## src/rtl/tsc_multicycle_core.sv

```systemverilog
// tsc_multicycle_core: multi-cycle TSC cpu with valid/ready fetch.
// FETCH/DECODE/EXEC/WB sequencing, 4-entry regfile, WWD output latch.
module tsc_multicycle_core #(
  parameter int WORD_SIZE     = 16,
  parameter int PC_SIZE       = 8,
  parameter int NUM_INST_SIZE = 16
) (
  input  logic                     clk,
  input  logic                     reset_cpu,
  input  logic                     cpu_enable,
  input  logic                     wwd_enable,
  input  logic [1:0]               register_selection,
  output logic                     imem_req,
  output logic [PC_SIZE-1:0]       imem_addr,
  input  logic                     imem_ready,
  input  logic [15:0]              imem_data,
  output logic [NUM_INST_SIZE-1:0] num_inst,
  output logic [WORD_SIZE-1:0]     output_port,
  output logic [7:0]               PC_below8bit
);

  localparam logic [3:0] OP_R   = 4'd15;
  localparam logic [3:0] OP_ADI = 4'd4;
  localparam logic [3:0] OP_ORI = 4'd5;
  localparam logic [3:0] OP_LHI = 4'd6;
  localparam logic [3:0] OP_JMP = 4'd9;

  localparam logic [5:0] F_ADD = 6'd0;
  localparam logic [5:0] F_SUB = 6'd1;
  localparam logic [5:0] F_AND = 6'd2;
  localparam logic [5:0] F_ORR = 6'd3;
  localparam logic [5:0] F_WWD = 6'd28;

  typedef enum logic [1:0] {
    S_FETCH,
    S_DECODE,
    S_EXEC,
    S_WB
  } state_t;

  state_t state;

  logic [PC_SIZE-1:0]   pc;
  logic [15:0]          ir;
  logic [WORD_SIZE-1:0] rf [4];
  logic [WORD_SIZE-1:0] a_q;
  logic [WORD_SIZE-1:0] b_q;
  logic [WORD_SIZE-1:0] alu_q;
  logic                 wen_q;
  logic [1:0]           dst_q;
  logic                 wwd_q;
  logic [PC_SIZE-1:0]   npc_q;
  logic [WORD_SIZE-1:0] wwd_latch;

  logic [3:0]  op;
  logic [1:0]  rs;
  logic [1:0]  rt;
  logic [1:0]  rd;
  logic [5:0]  func;
  logic [7:0]  imm;
  logic [11:0] target;
  logic        is_r;

  assign op     = ir[15:12];
  assign rs     = ir[11:10];
  assign rt     = ir[9:8];
  assign rd     = ir[7:6];
  assign func   = ir[5:0];
  assign imm    = ir[7:0];
  assign target = ir[11:0];
  assign is_r   = (op == OP_R);

  logic [WORD_SIZE-1:0] alu_d;
  logic                 wen_d;
  logic [1:0]           dst_d;
  logic                 wwd_d;
  logic [PC_SIZE-1:0]   npc_d;

  // Decode IR against latched operands into result, dest and next PC
  always_comb begin
    alu_d = '0;
    wen_d = 1'b0;
    dst_d = rt;
    wwd_d = 1'b0;
    npc_d = pc + PC_SIZE'(1);
    unique case (1'b1)
      is_r && (func == F_ADD): begin
        alu_d = a_q + b_q;
        wen_d = 1'b1;
        dst_d = rd;
      end
      is_r && (func == F_SUB): begin
        alu_d = a_q - b_q;
        wen_d = 1'b1;
        dst_d = rd;
      end
      is_r && (func == F_AND): begin
        alu_d = a_q & b_q;
        wen_d = 1'b1;
        dst_d = rd;
      end
      is_r && (func == F_ORR): begin
        alu_d = a_q | b_q;
        wen_d = 1'b1;
        dst_d = rd;
      end
      is_r && (func == F_WWD): begin
        wwd_d = 1'b1;
      end
      op == OP_ADI: begin
        alu_d = a_q + WORD_SIZE'($signed(imm));
        wen_d = 1'b1;
      end
      op == OP_ORI: begin
        alu_d = a_q | WORD_SIZE'(imm);
        wen_d = 1'b1;
      end
      op == OP_LHI: begin
        alu_d = WORD_SIZE'({imm, 8'h00});
        wen_d = 1'b1;
      end
      op == OP_JMP: begin
        npc_d = PC_SIZE'(target);
      end
      default: ;
    endcase
  end

  // Sequencer: fetch handshake, IR, PC and retire counter
  always_ff @(posedge clk or negedge reset_cpu) begin
    if (!reset_cpu) begin
      state    <= S_FETCH;
      imem_req <= 1'b0;
      ir       <= '0;
      pc       <= '0;
      num_inst <= '0;
    end else begin
      unique case (state)
        S_FETCH: begin
          if (imem_req && imem_ready) begin
            ir       <= imem_data;
            imem_req <= 1'b0;
            state    <= S_DECODE;
          end else if (cpu_enable) begin
            imem_req <= 1'b1;
          end
        end
        S_DECODE: state <= S_EXEC;
        S_EXEC:   state <= S_WB;
        S_WB: begin
          pc       <= npc_q;
          num_inst <= num_inst + NUM_INST_SIZE'(1);
          imem_req <= cpu_enable;
          state    <= S_FETCH;
        end
        default: state <= S_FETCH;
      endcase
    end
  end

  // Datapath: operand latches, EXEC results, regfile and WWD writes
  always_ff @(posedge clk or negedge reset_cpu) begin
    if (!reset_cpu) begin
      for (int i = 0; i < 4; i++) rf[i] <= '0;
      a_q       <= '0;
      b_q       <= '0;
      alu_q     <= '0;
      wen_q     <= 1'b0;
      dst_q     <= '0;
      wwd_q     <= 1'b0;
      npc_q     <= '0;
      wwd_latch <= '0;
    end else begin
      unique case (state)
        S_DECODE: begin
          a_q <= rf[rs];
          b_q <= rf[rt];
        end
        S_EXEC: begin
          alu_q <= alu_d;
          wen_q <= wen_d;
          dst_q <= dst_d;
          wwd_q <= wwd_d;
          npc_q <= npc_d;
        end
        S_WB: begin
          if (wen_q) rf[dst_q] <= alu_q;
          if (wwd_q && wwd_enable) wwd_latch <= a_q;
        end
        default: ;
      endcase
    end
  end

  assign imem_addr    = pc;
  assign PC_below8bit = pc[7:0];
  assign output_port  = wwd_enable ? wwd_latch
                                   : rf[register_selection];

endmodule

```

## config.mk

```make
export PLATFORM = sky130hd
export DESIGN_NAME = tsc_multicycle_core
export DESIGN_NICKNAME = d
export VERILOG_FILES = /design/src/rtl/tsc_multicycle_core.sv
export SDC_FILE = /design/constraint.sdc
export NUM_CORES = 1
export LEC_CHECK = 0
export ABC_CLOCK_PERIOD_IN_PS = 8900
export BUFFER_PORTS_ARGS = -buffer_cell sky130_fd_sc_hd__buf_2
export CAP_MARGIN = 20
export CELL_PAD_IN_SITES_DETAIL_PLACEMENT = 1
export CELL_PAD_IN_SITES_GLOBAL_PLACEMENT = 2
export CORE_MARGIN = 2
export CORE_UTILIZATION = 45
export CTS_CLUSTER_SIZE = 30
export DETAILED_ROUTE_END_ITERATION = 8
export PLACE_DENSITY = 0.82
export SLEW_MARGIN = 10
export SYNTH_ARGS = -nofsm -noshare
export SYNTH_HDL_FRONTEND = slang
export SYNTH_SLANG_ARGS = --single-unit
export TNS_END_PERCENT = 5
```

## constraint.sdc

```tcl
create_clock -name clk -period 8.9 [get_ports clk]
set_clock_uncertainty 0.2 [all_clocks]
set_input_delay 0.445 -clock clk [delete_from_list [all_inputs] [get_ports clk]]
set_output_delay 0.445 -clock clk [all_outputs]
set_load 0.005 [all_outputs]
```

# [Word-level counts from Yosys, hierarchy flattened]
# Index checks and enable logic that the tools add are counted.
[classes] n_bitwise=7 reduce_logical=17 add_sub_neg=5 div=0 n_lt_le_gt_ge=5 n_mux=23 eq_ne=14 shifts=0 multipliers=0
[op_table] operator="$mux 16" n=8
[op_table] operator="$pmux 16 s7" n=1
[op_table] operator="$bmux 16 s2" n=3
[op_table] operator="$bwmux 64" n=1
[op_table] operator="$add 16x16->16" n=2
[op_table] operator="$demux 16 s2" n=1
[op_table] operator="$add 16x1->16 const B" n=1
[op_table] operator="$and 16x16->16" n=1
[op_table] operator="$or 16x16->16" n=1
[op_table] operator="$or 16x8->16" n=1
[op_table] operator="$sub 16x16->16" n=1
[op_table] operator="$eq 4x3->1 const B" n=3
[op_table] operator="$eq 6x2->1 const B" n=2
[op_table] operator="$ge 3x3->1 const B" n=4
[op_table] operator="$not 2->3" n=4
[op_table] operator="$add 8x1->8 const B" n=1
[op_table] operator="$eq 4x4->1 const B" n=2
[op_table] operator="$logic_and 1x1->1" n=8
[op_table] operator="$mux 8" n=1
[op_table] operator="$pmux 2 s4" n=1
[op_table] operator="$reduce_and 2->1" n=4
[op_table] operator="$reduce_or 7->1" n=1
[op_table] operator="$eq 6x1->1 const B" n=1
[op_table] operator="$eq 6x5->1 const B" n=1
[op_table] operator="other kinds (12)" n=17
[totals] mem_bits_ro=0 latchBits=0 memories=0 word_cells=88 ram_bits=0 inputBits=23 register_bits=183

# [Longest topological paths before layout]
# Gate-level depths: netlist (run 1).
[logic_depth] depth_word=6 depth_mapped=16 depth_no_buf=14

# [Worst setup path after synthesis (run 1)]
# OpenSTA, ideal clock, no wires.
[synth_path] kind="register to register" start="reg ir[2]" end="reg alu_q[12]" required_ns=8.574 setup_ns=0.126 path_stages_with_launch=13 slack_ns=4.918 synth_period_minus_slack_ns=3.982 t_arrival_ns=3.655 cell_sequence="dfrtp_1 or4_4 buf_6 or3_1 buf_6 clkbuf_1 o311ai_0 ha_1 a21o_1 a2111o_1 o21ai_0 xnor2_1 a221o_1"
[synth_between] elab_chain_len=3 word_cells_on_any_way=10
[synth_lines] item="start: declaration" line="44" source="logic [15:0] ir;"
[synth_lines] item="start signal: assignment" line="141" source="ir <= imem_data;"
[synth_lines] item="parallel branches: the longest is 2 deep, another holds $add 16x16->16"
[synth_lines] item="$pmux 16 s7 *" line="86" source="unique case (1'b1)"
[synth_lines] item="end signal: assignment" line="180" source="alu_q <= alu_d;"
[synth_lines] item="end: declaration" line="48" source="logic [WORD_SIZE-1:0] alu_q;"
# Mark *: on every way between the ends.
# A chain may end at the register's enable or synchronous reset.

# [Worst setup path after layout (run 1)]
[layout_path] start="reg ir[2]" end="reg alu_q[15]"
# The elaborated chain is that of the path after synthesis.

==> results.json, run 1 <==
{
  "synth-edff-count": 0,
  "max_freq_mhz": 219,
  "viasPerCell": 6.24,
  "route.detailed.drc": 0,
  "post_drt_wl_per_cell_um": 24.7,
  "dr.first_iter.drc_count": 628,
  "endpoint": "alu_q[15]",
  "worstSkewPairLatency_ns": 0.44,
  "layout-drive-gt1-share": 0.319,
  "grt_most_used_layer": "met2",
  "ys_types": 70,
  "hold_depth": 2,
  "ys_seq_area_frac": 0.440,
  "synth-async-reset-ratio": 1.00,
  "synth-seq-cells": 183,
  "critPathLaunchType": "register",
  "finalCritPeriodShare": 0.513,
  "hp-class": "input port to register",
  "worst_pin_slew_ns": 1.12,
  "dr.pass1.iters": 5,
  "syn_area_per_cell_sq_um": 11.6,
  "critPathLaunch": "ir[2]",
  "crit_path_max_fanout": 19,
  "start_util": 0.459,
  "cts_tree": "yes",
  "status": "finished, final reports clean",
  "tns_ns": 0,
  "num_vias": 7698,
  "arrival_ns": 4.68,
  "nNetsFinal": 985,
  "cts_buffers": 17,
  "finalHoldViolations": 0,
  "p_leak_uw": 0.00525,
  "yosys-top-cells-area": "dfrtp_1 44%, mux2_2 13%, mux4_2 10%, o21ai_0 3.2%, ha_1 3.1%",
  "cts_max_level": 4,
  "ios": 72,
  "use_met2": 0.424,
  "syn-num-nets": 946,
  "cts-root-buf": "clkbuf_16",
  "slew_headroom": 0.255,
  "rr_startpoint": "ir[2]",
  "grt_overflow_total": 0,
  "synth_ff_type": "dfrtp_1",
  "dpl.hpwl_um": 20800,
  "port_buffers": 71,
  "finish.utilization": 0.508,
  "met3_usage": 0.0344,
  "yosys_warnings": 0,
  "synth.top_cell.area_share": 0.440,
  "stdcell_count": 1234,
  "grt_util_met1": 0.366,
  "fillers": 2419,
  "setup_viol_count_final": 0,
  "dieWidth_um": 156,
  "clockBufferDepth": 2,
  "clock_sinks": 183,
  "syn-instance-count": 896,
  "fin_crit_ns": 4.56,
  "fp.coreArea_sq_mm": 0.0227,
  "hold_slack_ns": 0.0362,
  "cp.required_ns": 9.01,
  "slew_viol_final": 0,
  "die_h_um": 156,
  "power_density_mw_per_mm2": 234,
  "r2r_end": "alu_q[15]",
  "ant_nets": 0,
  "synthToLayoutAreaGrowth_pct": 10.7,
  "grt_pass1_vias": 7932,
  "netlist_area_sq_mm": 0.0104,
  "cp-end-kind": "register",
  "regToRegSetupSlack_ns": 4.34,
  "drv_cap": 0,
  "grt_pass1_wl_um": 48000,
  "placed_cells": 1200,
  "grt_antenna_before_repair": 2,
  "grt_usage": 0.262,
  "ir_drop_uv": 174,
  "gp_congestion": 0.875,
  "rsz0062_at_grt": "false",
  "synth_top_area_cell": "dfrtp_1",
  "die-area_sq_mm": 0.0244,
  "path_class": "register to register",
  "rows": 55,
  "path_clk_slew_ns": 0.08,
  "r2r_cells": 10,
  "wl_um": 30500,
  "cts_resized": 0,
  "grt_max_degree": 110
}
## how the worst min path moves through the flow
| stage | slack, ns | endpoint | from |
|---|---|---|---|
| global placement | 0.26 | wwd_latch[1] | wwd_latch[1] |
| CTS | 0.02 | ir[6] | imem_data[6] |
| finish | 0.04 | ir[6] | imem_data[6] |
| floorplan | -0.05 | PC_below8bit[0] | reset_cpu |
| global route | 0.03 | ir[9] | imem_data[9] |
| detailed placement | 0.26 | num_inst[15] | num_inst[15] |
## cell type report
| class | count | area (sq um) | area share |
|---|---|---|---|
| diodes | 1 | 2.50 | 0.000217 |
| clock buffers | 18 | 429 | 0.0372 |
| clock inverters | 14 | 136 | 0.0118 |
| inverters | 24 | 90.1 | 0.00781 |
| multi-input cells | 622 | 5460 | 0.473 |
| flip-flops and latches | 183 | 4580 | 0.397 |
| well taps | 285 | 357 | 0.0309 |
| repair buffers | 87 | 484 | 0.0420 |
## power breakdown
group	switching, uW	internal (uW)	total [uW]
Combinational	441	353	795
Clock	378	372	750
Sequential	212	940	1150
Total	1030	1670	2700
## metrics by stage
step / total power [uW] / area (sq um) / setup WS (ns)
floorplan: 1670 / 10400 / 4.92
global placement: 1930 / 11000 / 4.64
detailed placement: 1960 / 11000 / 4.53
CTS: 2710 / 11500 / 4.36
global route: 2840 / 11500 / 4.16
finish: 2700 / 11500 / 4.34
## synthesized netlist by cell type (10+ instances only)
cell      instances
xnor2_1          18
mux2_2          124
nor3_1           12
a21oi_1          20
nor2_1           24
o22ai_1          12
inv_1            24
o21ai_0          67
nand4_1          11
o211ai_1         10
dfrtp_1         183
mux4_2           48
maj3_1           13
ha_1             26
nand3_1          20
clkbuf_1         47
xor2_1           11
nand2_1          81
## flip-flops by register name, summed over array words and instances, names as in the netlist, 2 cells and up
register,flops
PC_below8bit,8
alu_q,16
npc_q,8
rf,64
state,2
dst_q,2
b_q,16
ir,16
wwd_latch,16
num_inst,16
a_q,16
## logic make-up (layout without fill, tap and decap cells)
family                   Yosys count  in the layout  synth area share
buffers and inverters             91            143            0.0373
AO/OA/AOI/OAI                    183            183             0.120
multiplexers                     176            176             0.242
adder cells (fa/ha/maj)           40             40            0.0456
other                              0              1                 0
AND/OR/NAND/NOR                  194            194            0.0910
XOR/XNOR                          29             29            0.0244
flip-flops                       183            183             0.440
## worst max-delay path, stage by stage (launching register included)
cell,delay (ns)
dfrtp_1,0.47
or4_4,0.63
or3_1,0.68
o311ai_0,0.72
ha_1,0.29
nand3_1,0.09
o211ai_1,0.42
nand4_1,0.28
a21oi_1,0.36
o21ba_2,0.22
a211oi_2,0.06
## repair_timing
action                    4_1_cts  5_1_grt
buffers inserted                0        0
hold endpoints to repair       94        0
hold buffers                    1        0
## layout by cell type (no fill, tap or decap), types with 12 or more instances in the layout
| master | Yosys | final |
|---|---|---|
| clkbuf_16 | 0 | 17 |
| o22ai_1 | 12 | 12 |
| buf_2 | 2 | 71 |
| nand2_1 | 81 | 81 |
| inv_1 | 24 | 24 |
| o21ai_0 | 67 | 67 |
| nand3_1 | 20 | 20 |
| nor2_1 | 24 | 24 |
| mux4_2 | 48 | 48 |
| ha_1 | 26 | 26 |
| maj3_1 | 13 | 13 |
| buf_4 | 8 | 14 |
| a21oi_1 | 20 | 20 |
| mux2_2 | 124 | 124 |
| xnor2_1 | 18 | 18 |
| dfrtp_1 | 183 | 183 |
## metal layers
| layer | part of all wire | vias to the layer above |
|---|---|---|
| met5 | 0.00043 | - |
| met4 | 0.026 | 2 |
| met3 | 0.037 | 56 |
| met2 | 0.48 | 185 |
| met1 | 0.45 | 4036 |
| li1 | - | 3419 |
No activity file was read; power rests on OpenSTA's default activity.
==> inputs of run 2 (changes only) <==
--- a/config.mk
+++ b/config.mk
@@ -5,16 +5,16 @@
 export SDC_FILE = /design/constraint.sdc
 export NUM_CORES = 1
 export LEC_CHECK = 0
-export ABC_CLOCK_PERIOD_IN_PS = 8900
+export ABC_CLOCK_PERIOD_IN_PS = 4800
 export BUFFER_PORTS_ARGS = -buffer_cell sky130_fd_sc_hd__buf_2
 export CAP_MARGIN = 20
 export CELL_PAD_IN_SITES_DETAIL_PLACEMENT = 1
 export CELL_PAD_IN_SITES_GLOBAL_PLACEMENT = 2
 export CORE_MARGIN = 2
-export CORE_UTILIZATION = 45
+export CORE_UTILIZATION = 42
 export CTS_CLUSTER_SIZE = 30
 export DETAILED_ROUTE_END_ITERATION = 8
-export PLACE_DENSITY = 0.82
+export PLACE_DENSITY = 0.77
 export SLEW_MARGIN = 10
 export SYNTH_ARGS = -nofsm -noshare
 export SYNTH_HDL_FRONTEND = slang
==> constraint.sdc (replaced) <==
create_clock -name clk -period 4.8 [get_ports clk]
set_clock_uncertainty 0.2 [all_clocks]
set_input_delay 0.24 -clock clk [delete_from_list [all_inputs] [get_ports clk]]
set_output_delay 0.24 -clock clk [all_outputs]
set_load 0.005 [all_outputs]
==> results.json, run 2 (synthesis gave the netlist of run 1 again) <==
{
  "max_stage_delay_ns": 0.64,
  "hold_slack_ns": 0.0180,
  "cts_hold_buf": 18,
  "grt_overflow_total": 0,
  "clock_sinks": 183,
  "synthToLayoutAreaGrowth_pct": 13.6,
  "slew_viol_final": 0,
  "cts_setup_buffers": 0,
  "final_cell_mix": "183 x dfrtp_1, 124 x mux2_2, 81 x nand2_1, 70 x buf_2, 67 x o21ai_0",
  "crit_path_max_fanout": 19,
  "cts_resized": 0,
  "grt_pass1_wl_um": 48100,
  "dr.pass1.iters": 6,
  "grt_max_degree": 101,
  "grt_pass1_vias": 8096,
  "worst_pin_slew_ns": 1.11,
  "holdPathEnd": "imem_req",
  "rows": 57,
  "p_seq_frac": 0.405,
  "ir_drop_uv": 479,
  "num_vias": 7661,
  "regToRegSetupSlack_ns": 0.51,
  "tns_ns": 0,
  "clockPowerShare": 0.290,
  "setup_viol_count_final": 0,
  "die_h_um": 162,
  "path_delay_family": "simple AND/OR/NAND/NOR gates",
  "cp_num_buf_inv": 0,
  "combPwrFrac": 0.305,
  "antenna_cells": 0,
  "rsz0062_at_grt": "false",
  "worstPathCellList": "or4_4 -> or3_1 -> o211ai_1 -> o311ai_0 -> ha_1 -> nand3_1 -> o211ai_1 -> nand4_1 -> a21oi_1 -> o21ba_2 -> a211oi_2",
  "rr_startpoint": "ir[2]",
  "switchingPower_uw": 1880,
  "hold_depth": 3,
  "power_uw": 5130,
  "final_common_cell": "dfrtp_1",
  "worstSkewPairLatency_ns": 0.44,
  "slew_headroom": 0.260,
  "p_sw_frac": 0.367,
  "power_density_mw_per_mm2": 433,
  "wl_um": 30100,
  "cts_tree": "yes",
  "route.detailed.drc": 0,
  "critPathLaunchType": "register",
  "cp.required_ns": 4.92,
  "fp.coreArea_sq_mm": 0.0243,
  "cts-root-buf": "clkbuf_16",
  "fillers": 2578,
  "hp-class": "input port to register",
  "finalCritPeriodShare": 0.894,
  "p_leak_uw": 0.00537,
  "cts_max_level": 4,
  "drv_cap": 0,
  "arrival_ns": 4.40,
  "cp-end-kind": "register",
  "grt_antenna_before_repair": 0,
  "fin_crit_ns": 4.29,
  "viasPerCell": 5.92,
  "ant_nets": 0,
  "r2r_cells": 11,
  "finalHoldViolations": 0,
  "dieWidth_um": 162,
  "p_int_uw": 3240,
  "die-area_sq_mm": 0.0261,
  "dr.first_iter.drc_count": 471,
  "clockBufferDepth": 2,
  "post_drt_wl_per_cell_um": 23.2,
  "largest_reg_flops": 64,
  "path_clk_slew_ns": 0.08,
  "cts_buffers": 17,
  "crit_slowest_cell": "or3_1",
  "layout-drive-gt1-share": 0.317,
  "r2r_end": "alu_q[15]",
  "status": "finished, final reports clean",
  "start_util": 0.428,
  "top_register": "rf",
  "ios": 72,
  "gp_congestion": 0.887,
  "dpl.hpwl_um": 20700,
  "path_class": "register to register",
  "crit_top_cell": "o211ai_1",
  "max_freq_mhz": 233,
  "nNetsFinal": 1006,
  "min_from": "imem_ready",
  "grt_usage": 0.242,
  "port_buffers": 71
}
-- run 2: cell count changes in the layout (fill, tap and decap cells not counted), sizes merged, moves of 2 or more --
| cell | before | now |
|---|---|---|
| dlygate4sd3 | 1 | 18 |
| buf | 85 | 89 |
| clkinv | 6 | 2 |
| bufinv | 0 | 2 |
| inv | 30 | 32 |
-- run 2: power groups by stage --
stage | logic (uW) | registers (uW) | clock network [uW]
2_1_floorplan | 1160 | 1930 | 0
3_3_place_gp | 1550 | 2090 | 0
3_5_place_dp | 1560 | 2100 | 0
4_1_cts | 1580 | 2080 | 1520
5_1_grt | 1710 | 2120 | 1580
6_report | 1560 | 2080 | 1480
-- run 2: metal layers --
layer	vias to the layer above	routed length, um	global-route usage
met1	3998	14300	0.354
li1	3460	-	-
met2	174	14000	0.381
met5	-	0	0
met3	29	1250	0.0321
met4	0	512	0.0641
-- run 2: how the worst max path moves through the flow --
stage               slack [ns]         to   from  cells past startpoint
detailed placement        0.54  alu_q[15]  ir[2]                     11
global placement          0.64  alu_q[15]  ir[2]                     11
finish                    0.51  alu_q[15]  ir[2]                     11
global route              0.13  alu_q[15]  ir[2]                     11
CTS                       0.51  alu_q[15]  ir[2]                     11
floorplan                 0.82  alu_q[12]  ir[2]                     12
-- run 2: worst register-to-register path: stages (launching register included) --
cell,delay (ns)
dfrtp_1,0.46
or4_4,0.63
or3_1,0.64
o211ai_1,0.27
o311ai_0,0.21
ha_1,0.40
nand3_1,0.09
o211ai_1,0.41
nand4_1,0.26
a21oi_1,0.33
o21ba_2,0.21
a211oi_2,0.06
-- run 2: metrics by stage --
stage / cell area, sq um / std cells / util / worst slack (ns)
finish: 11800 / 1293 / 0.487 / 0.510
global route: 11800 / 1293 / 0.487 / 0.125
CTS: 11800 / 1293 / 0.487 / 0.510
detailed placement: 11000 / 1243 / 0.454 / 0.540
global placement: 11000 / 1243 / 0.454 / 0.642
floorplan: 10400 / 896 / - / 0.818
-- run 2: layout make-up --
class                           instances  area (sq um)  share of cell area
Clock buffer                           19           453              0.0383
Multi-Input combinational cell        622          5460               0.461
Inverter                               24          90.1             0.00761
Timing Repair Buffer                  108           699              0.0591
Clock inverter                         13           156              0.0132
Tap cell                              324           405              0.0342
Sequential cell                       183          4580               0.387
==> inputs of run 3 (changes only) <==
--- a/config.mk
+++ b/config.mk
@@ -12,7 +12,7 @@
 export CELL_PAD_IN_SITES_GLOBAL_PLACEMENT = 2
 export CORE_MARGIN = 2
 export CORE_UTILIZATION = 42
-export CTS_CLUSTER_SIZE = 30
+export CTS_CLUSTER_SIZE = 10
 export DETAILED_ROUTE_END_ITERATION = 8
 export PLACE_DENSITY = 0.77
 export SLEW_MARGIN = 10
==> constraint.sdc (replaced) <==
create_clock -name clk -period 4.8 [get_ports clk]
set_clock_uncertainty 0.2 [all_clocks]
set_input_delay 0.96 -clock clk [delete_from_list [all_inputs] [get_ports clk]]
set_output_delay 0.96 -clock clk [all_outputs]
set_load 0.005 [all_outputs]
==> results.json, run 3 (synthesis gave the netlist of run 1 again) <==
{
  "dieWidth_um": 162,
  "cp-end-kind": "register",
  "grt_overflow_total": 0,
  "die_h_um": 162,
  "critPathLaunchType": "register",
  "route.detailed.drc": 0,
  "worstSkewPairLatency_ns": 0.44,
  "grt_pass1_vias": 7989,
  "grt_pass1_wl_um": 48500,
  "cts_hold_buf": 0,
  "use_met2": 0.375,
  "ant_nets": 0,
  "drv_cap": 0,
  "hp-class": "register to register",
  "cts-root-buf": "clkbuf_16",
  "grt_util_met1": 0.349,
  "die-area_sq_mm": 0.0261,
  "finalCritPeriodShare": 0.874,
  "crit_path_max_fanout": 12,
  "slew_viol_final": 0,
  "final_common_cell": "dfrtp_1",
  "post_drt_wl_per_cell_um": 23.8,
  "num_vias": 7643,
  "grt_antenna_before_repair": 1,
  "cts_max_level": 4,
  "viasPerCell": 5.98,
  "setup_viol_count_final": 0,
  "cts_setup_buffers": 0,
  "ir_drop_uv": 296,
  "slew_headroom": 0.297,
  "gp_congestion": 0.905,
  "dpl.hpwl_um": 21200,
  "fin_crit_ns": 4.19,
  "path_class": "register to register",
  "power_density_mw_per_mm2": 439,
  "max_freq_mhz": 238,
  "cp.required_ns": 4.90,
  "clock_sinks": 183,
  "nNetsFinal": 992,
  "path_clk_slew_ns": 0.07,
  "met3_usage": 0.0439,
  "ios": 72,
  "wl_um": 30400,
  "worst_pin_slew_ns": 1.05,
  "placed_cells": 1247,
  "status": "finished, final reports clean",
  "antenna_cells": 0,
  "tns_ns": 0,
  "rsz0062_at_grt": "false",
  "grt_usage": 0.245,
  "r2r_cells": 10,
  "dr.first_iter.drc_count": 571,
  "stdcell_count": 1279,
  "fp.coreArea_sq_mm": 0.0243,
  "p_leak_uw": 0.00532,
  "arrival_ns": 4.29,
  "finalHoldViolations": 0,
  "grt_most_used_layer": "met2",
  "synthToLayoutAreaGrowth_pct": 12.3,
  "cts_resized": 0,
  "layout-drive-gt1-share": 0.325,
  "clockBufferDepth": 2,
  "regArea_sq_mm": 0.00458,
  "rows": 57,
  "fillers": 2609,
  "final_cell_mix": "183 x dfrtp_1, 124 x mux2_2, 81 x nand2_1, 70 x buf_2, 67 x o21ai_0",
  "cts_buffers": 17,
  "largest_reg_flops": 64,
  "dr.pass1.iters": 5,
  "top_register": "rf",
  "grt_max_degree": 102,
  "start_util": 0.428,
  "multi_input_area_sq_mm": 0.00546,
  "cts_tree": "yes",
  "port_buffers": 71,
  "hold_depth": 1
}
## run 3: critical path: stages, from the launching register on
cell,delay (ns)
dfrtp_1,0.46
or4_4,0.63
or3_1,0.57
o311ai_0,0.52
ha_1,0.37
nor2b_1,0.17
o211ai_1,0.27
o21ai_0,0.19
o22ai_1,0.36
xor2_1,0.19
o221ai_1,0.13
## run 3: final timing paths
path / from / slack (ns) / endpoint
max: ir[2] / 0.61 / alu_q[10]
min: num_inst[15] / 0.28 / num_inst[15]
max reg2reg: ir[2] / 0.61 / alu_q[10]
min reg2reg: num_inst[15] / 0.28 / num_inst[15]
max in group asynchronous: reset_cpu / 3.13 / npc_q[5]
min in group asynchronous: reset_cpu / 0.39 / wwd_latch[12]
## run 3: metal layers
| metal | part of all wire | vias to the layer above |
|---|---|---|
| met3 | 0.043 | 41 |
| met2 | 0.46 | 178 |
| met5 | 0.00036 | - |
| met1 | 0.47 | 3974 |
| met4 | 0.027 | 2 |
| li1 | - | 3448 |
## run 3: cell type report
class                      count  share of cell area
multi-input combinational    622               0.466
clock inverter                12              0.0141
tap                          324              0.0346
clock buffer                  20              0.0390
timing repair buffer          94              0.0469
sequential                   183               0.391
inverter                      24             0.00770
## run 3: per-stage QoR
stage / area (sq um) / setup WS, ns / power [uW] / hold slack [ns] / utilization
after detailed placement: 11100 / 0.664 / 3670 / 0.274 / 0.456
after CTS: 11700 / 0.635 / 5190 / 0.290 / 0.481
after global routing: 11700 / 0.382 / 5410 / 0.292 / 0.481
final: 11700 / 0.606 / 5140 / 0.277 / 0.481
after global placement: 11100 / 0.750 / 3640 / 0.256 / 0.456
after floorplan: 10400 / 0.818 / 3090 / 0.244 / -
## run 3: where the power goes
group	total [uW]	internal, uW	switching, uW
logic	1550	679	867
registers	2090	1750	343
clock network	1500	857	648
